## config.mk

```make
export PLATFORM = sky130hd
export DESIGN_NAME = inst_rom_arbiter
export DESIGN_NICKNAME = d
export VERILOG_FILES = /design/src/rtl/inst_rom_arbiter.sv
export SDC_FILE = /design/constraint.sdc
export NUM_CORES = 1
export LEC_CHECK = 0
export CAP_MARGIN = 40
export CORE_MARGIN = 5
export CORE_UTILIZATION = 39
export DETAILED_ROUTE_END_ITERATION = 7
export PLACE_DENSITY = 0.88
export SYNTH_ARGS = -nofsm -noshare
export SYNTH_HDL_FRONTEND = slang
export SYNTH_SLANG_ARGS = --single-unit
export TNS_END_PERCENT = 30
```

## constraint.sdc

```tcl
create_clock -name clk -period 3.2 [get_ports clk]
set_input_delay 0.48 -clock clk [delete_from_list [all_inputs] [get_ports clk]]
set_output_delay 0.48 -clock clk [all_outputs]
set_load 0.005 [all_outputs]
```

## src/rtl/inst_rom_arbiter.sv

```systemverilog
// Two-port arbiter sharing a combinational-read instruction ROM between the CPU fetch port
// and a debug/loader port. Fixed priority to port 0, with bounded wait for port 1.
module inst_rom_arbiter #(
  parameter int unsigned ADDR_W       = 32,
  parameter int unsigned DATA_W       = 32,
  parameter int unsigned STARVE_LIMIT = 4,
  parameter int unsigned CNT_W        = 8
) (
  input  logic              clk,
  input  logic              rst,
  input  logic              m0_req,
  input  logic [ADDR_W-1:0] m0_addr,
  output logic              m0_gnt,
  output logic              m0_rvalid,
  output logic [DATA_W-1:0] m0_rdata,
  input  logic              m1_req,
  input  logic [ADDR_W-1:0] m1_addr,
  output logic              m1_gnt,
  output logic              m1_rvalid,
  output logic [DATA_W-1:0] m1_rdata,
  output logic              rom_ce,
  output logic [ADDR_W-1:0] rom_addr,
  input  logic [DATA_W-1:0] rom_data
);

  typedef enum logic {
    IDLE = 1'b0,
    RESP = 1'b1
  } state_t;

  state_t            state_q;
  logic              owner_q;
  logic [CNT_W-1:0]  wait_cnt;
  logic [DATA_W-1:0] rdata0_q;
  logic [DATA_W-1:0] rdata1_q;
  logic              force_c;
  logic              starved_c;

  // Port 1 is forced through once it has been denied STARVE_LIMIT cycles in a row.
  assign starved_c = (32'(wait_cnt) >= STARVE_LIMIT);
  assign force_c   = m1_req && starved_c;
  assign m1_gnt    = m1_req && (force_c || !m0_req);
  assign m0_gnt    = m0_req && !m1_gnt;

  assign rom_ce   = m0_gnt | m1_gnt;
  assign rom_addr = m1_gnt ? m1_addr : (m0_gnt ? m0_addr : '0);

  // The owner of a pending response gets the valid pulse in the following cycle.
  assign m0_rvalid = (state_q == RESP) && !owner_q;
  assign m1_rvalid = (state_q == RESP) && owner_q;
  assign m0_rdata  = rdata0_q;
  assign m1_rdata  = rdata1_q;

  always_ff @(posedge clk or negedge rst) begin
    if (!rst) begin
      state_q  <= IDLE;
      owner_q  <= 1'b0;
      wait_cnt <= '0;
      rdata0_q <= '0;
      rdata1_q <= '0;
    end else begin
      if (rom_ce) begin
        state_q <= RESP;
        owner_q <= m1_gnt;
      end else begin
        state_q <= IDLE;
      end

      if (m0_gnt) rdata0_q <= rom_data;
      if (m1_gnt) rdata1_q <= rom_data;

      // Saturating count of consecutive denied port-1 cycles; no credit survives a dropped request.
      if (!m1_req || m1_gnt) begin
        wait_cnt <= '0;
      end else if (!starved_c) begin
        wait_cnt <= wait_cnt + CNT_W'(1);
      end
    end
  end

endmodule

```

[Word level (Yosys, flattened, before mapping)]
Index checks and enable logic that the tools add are counted.
Storage, ports and cells
  output and inout port bits: 101
  flip-flop bits (word level): 74
  word-level logic and storage cells: 25
  latch bits: 0
  memories kept: 0
  RAM bits: 0
  ROM bits: 0
  bits of input ports: 100
Operators by class
  magnitude comparators: 1
  bitwise gates (word level): 1
  mux-type cells: 5
  div/mod/pow operators: 0
  $mul: 0
  equality and inequality tests: 1
  shifts and indexed selects: 0
  reductions and logical operators: 11
  add/sub/neg operators: 1
Operators with widths (count)
  two-way mux 32 bit: 2
  two-way mux 8 bit: 2
  adder 8 x 1 -> 8 bit (second input constant): 1
  >= comparator 8 x 3 -> 1 bit (second input constant): 1
  logical AND 1 bit: 5
  zero test 1 bit: 4
  logical OR 1 bit: 2
  inequality test 2 x 1 -> 1 bit (second input constant): 1
  two-way mux 1 bit: 1
  bitwise OR 1 bit: 1

[Logic depth before layout (Yosys ltp)]
  depth after elaboration: 8
  depth in mapped cells: 7
  depth with buffers taken out: 4

[Worst setup path after synthesis]
Ideal clock, no wire load.
  path kind: input to output
  start point: input m0_req
  end point: output rom_addr[12]
  buffers on the path: 3
  data required time: 2720 ps
  cell stages on the path: 7
  arrival: 1515 ps
  path slack: 1205 ps
  cells stage by stage: nor4b_4 -> a31o_1 -> buf_6 -> inv_4 -> buf_6 -> buf_6 -> a22o_1
Between the ends
  word-level cells in the longest chain between the ends: 7
RTL lines
  from (decl): line 11  | input logic m0_req,
  zero test 1 bit: line 42  | assign m1_gnt = m1_req && (force_c || !m0_req);
  logical OR 1 bit: line 42
  logical AND 1 bit: line 42
  zero test 1 bit: line 43  | assign m0_gnt = m0_req && !m1_gnt;
  logical AND 1 bit: line 43
  two-way mux 32 bit: line 46  | assign rom_addr = m1_gnt ? m1_addr : (m0_gnt ? m0_addr : '0);
  two-way mux 32 bit (*): line 46
  to (decl): line 22  | output logic [ADDR_W-1:0] rom_addr,
Every way passes the cells marked *; elsewhere a longest branch is shown, timed or not.

[Final worst setup path]
  start point: input m0_req
  end point: output rom_addr[29]
The elaborated chain is that of the path after synthesis.

==> impl_metrics.py <==
metrics = {
    "timing": {
        "max_freq_mhz": 334,
        "timing.final.hold_violations": 0,
        "rsz0062_at_grt": "no",
        "setup_tns_ps": 0,
        "finalCriticalPeriod_ps": 2990,
        "drv_slew": 0,
        "fin_skew_ps": 10.5,
        "setup_violations": 0,
        "period_share": 0.934,
    },
    "die": {
        "initial_core_util": 0.401,
        "fp.dieW_um": 99.4,
        "fp-row-count": 32,
        "core_area_sq_um": 7770,
        "dieArea_sq_um": 9880,
        "die_h_um": 99.4,
        "num_io_pins": 201,
    },
    "finish": {
        "final_nets": 518,
        "seqCellArea_sq_um": 1850,
        "drive_above_1_share": 0.219,
        "final_common_cell": "clkdlybuf4s50_1",
        "multi_input_area_sq_um": 1150,
        "num_antenna_cells": 0,
        "fillCellCount": 554,
        "final_cell_mix": "clkdlybuf4s50_1, dfrtp_1, mux2_2",
        "area_growth_pct": 75.5,
    },
    "synthesis": {
        "yosys_warnings": 0,
        "syn_avg_cell_area_sq_um": 15.1,
        "synthFlopType": "dfrtp_1",
        "syn_inst": 206,
        "synth_top_family_by_area": "multiplexers",
        "synth_seq_cells": 74,
        "synth-compound-area-share": 0.0975,
        "netlist_area_sq_um": 3120,
        "synthMuxAreaShare": 0.231,
        "yosys-top-cells-area": "dfrtp_1, mux2_2, a22o_1, buf_6, and3_1",
        "synthAdderAreaFrac": 0.00803,
        "synth_xor_area_frac": 0.00281,
        "synth_edf_count": 0,
        "synth_top_area_share": 0.594,
        "async_flop_share": 1.00,
        "seq_area_frac_synth": 0.594,
        "yosys.area.top_type": "dfrtp_1",
        "synth-simple-area-share": 0.0229,
        "synthDistinctLibCells": 21,
    },
    "route": {
        "vias_per_cell": 4.91,
        "wl_met3_mm": 1.00,
        "ant_nets": 0,
        "top_layer_used": "met4",
        "drtIter0Drc": 59,
        "vias": 2568,
        "first_pass_iters": 4,
        "wl_per_cell_um": 19.7,
        "drt-met1-wl_mm": 3.92,
        "wirelength_mm": 10.3,
        "met2_length_mm": 5.23,
        "post-route-drc-count": 0,
    },
    "global_routing": {
        "grt_max_degree": 67,
        "grt_antenna_before_repair": 0,
        "gr-usage-all-layers": 0.208,
        "first_global_vias": 2863,
        "overflow": 0,
        "grt_pass1_wl_mm": 16.0,
    },
    "setup_path": {
        "cp_common_cell": "clkdlybuf4s50_1",
        "critPathCaptureType": "primary output",
        "cp-start-kind": "primary input",
        "regToRegSetupSlack_ps": 1250,
        "critPathMaxStageDelay_ps": 530,
        "worstPathCellList": "clkdlybuf4s50_1 > nor4b_4 > a31o_1 > inv_4 > a22o_1 > clkdlybuf4s50_1",
        "critPathBufInv": 3,
        "cpMaxStageDelayCell": "clkdlybuf4s50_1",
        "critPathKind": "primary input to primary output",
        "cp_max_fo": 39,
        "worstPathRequired_ps": 2720,
        "crit_family": "buffers and inverters",
        "arrival_ps": 2510,
    },
    "outcome": {
        "outcome": "finished, final reports clean",
    },
    "clock_tree": {
        "cts_hold_buf": 1,
        "cts_tree": "yes",
        "cts-root-buf": "clkbuf_8",
        "cts_setup_buffers": 0,
        "clock-sinks": 74,
        "cts_buffer_depth": 2,
        "clk_latency_ps": 340,
        "cts_buffers": 9,
        "clk_pin_slew_ps": 80,
        "htreeDepth": 3,
        "cts_resized": 0,
    },
    "power_and_ir_drop": {
        "p_leak_nw": 2.29,
        "ir_drop_uv": 373,
        "power_density_nw_per_um2": 468,
        "power_mw": 2.56,
    },
    "placed_design": {
        "port_buffers": 200,
        "hpwl_mm": 7.96,
        "gp_congestion": 0.925,
    },
    "job": {
        "maxCapViolCount": 0,
    },
    "worst_hold_path": {
        "worst_hold_path_type": "primary input to asynchronous set/reset pin",
    },
}
==> through the flow <==
| stage | setup slack [ps] | util | instances | cell area (sq um) | hold slack (ps) |
|---|---|---|---|---|---|
| 6_report | 210 | 0.705 | 523 | 5470 | 506 |
| 5_1_grt | 114 | 0.705 | 523 | 5470 | 502 |
| 4_1_cts | 203 | 0.705 | 523 | 5470 | 492 |
| 3_5_place_dp | 208 | 0.675 | 506 | 5250 | 324 |
| 3_3_place_gp | 252 | 0.672 | 505 | 5220 | 489 |
| 2_1_floorplan | 1210 | - | 210 | 3130 | 184 |
==> report_power, final <==
part	total [mW]	leakage, nW	internal [mW]	switching (mW)
registers	1.10	0.871	1.04	0.0573
clock network	0.787	0.103	0.441	0.346
logic	0.672	1.31	0.465	0.207
==> metal layers <==
metal | global-route usage | vias to the layer above
met5 | 0 | -
met4 | 0.0578 | 0
met3 | 0.0849 | 13
met2 | 0.366 | 123
met1 | 0.232 | 1265
li1 | - | 1167
==> synthesized netlist by cell type (2+ instances only) <==
cell type  number
a22o_1         32
dfrtp_1        74
buf_6           5
buf_2           5
mux2_2         64
and3_1          4
buf_4           3
inv_1           5
ha_1            2
==> sequential cells by signal (all words and copies together), names as in the netlist <==
signal and flops:
m0_rdata 32, m1_rdata 32, owner_q 1, state_q 1
wait_cnt 8
==> final timing paths <==
check	end	cells past startpoint	from
max	rom_addr[29]	6	m0_req
min	m0_rdata[16]	2	rst
max reg2reg	m0_rdata[13]	5	wait_cnt[7]
min reg2reg	m0_rdata[27]	1	m0_rdata[27]
max in group asynchronous	m1_rdata[0]	3	rst
min in group clk	m0_rdata[27]	1	m0_rdata[27]
==> area by class of cell <==
| type | count | area share |
|---|---|---|
| multi-input combinational | 116 | 0.210 |
| timing repair buffer | 209 | 0.384 |
| sequential | 74 | 0.338 |
| clock buffer | 10 | 0.0233 |
| tap | 102 | 0.0233 |
| inverter | 6 | 0.00457 |
| clock inverter | 6 | 0.0162 |
==> kinds of logic (layout without fill, tap and decap cells) <==
family          count (synthesis)  count (layout)
fa+ha+maj                       2               2
simple gates                    9               9
buf+inv                        20             231
flops                          74              74
compound gates                 35              35
xor+xnor                        1               1
other cells                     1               5
mux                            64              64
Power figures use the tool's default switching activity.
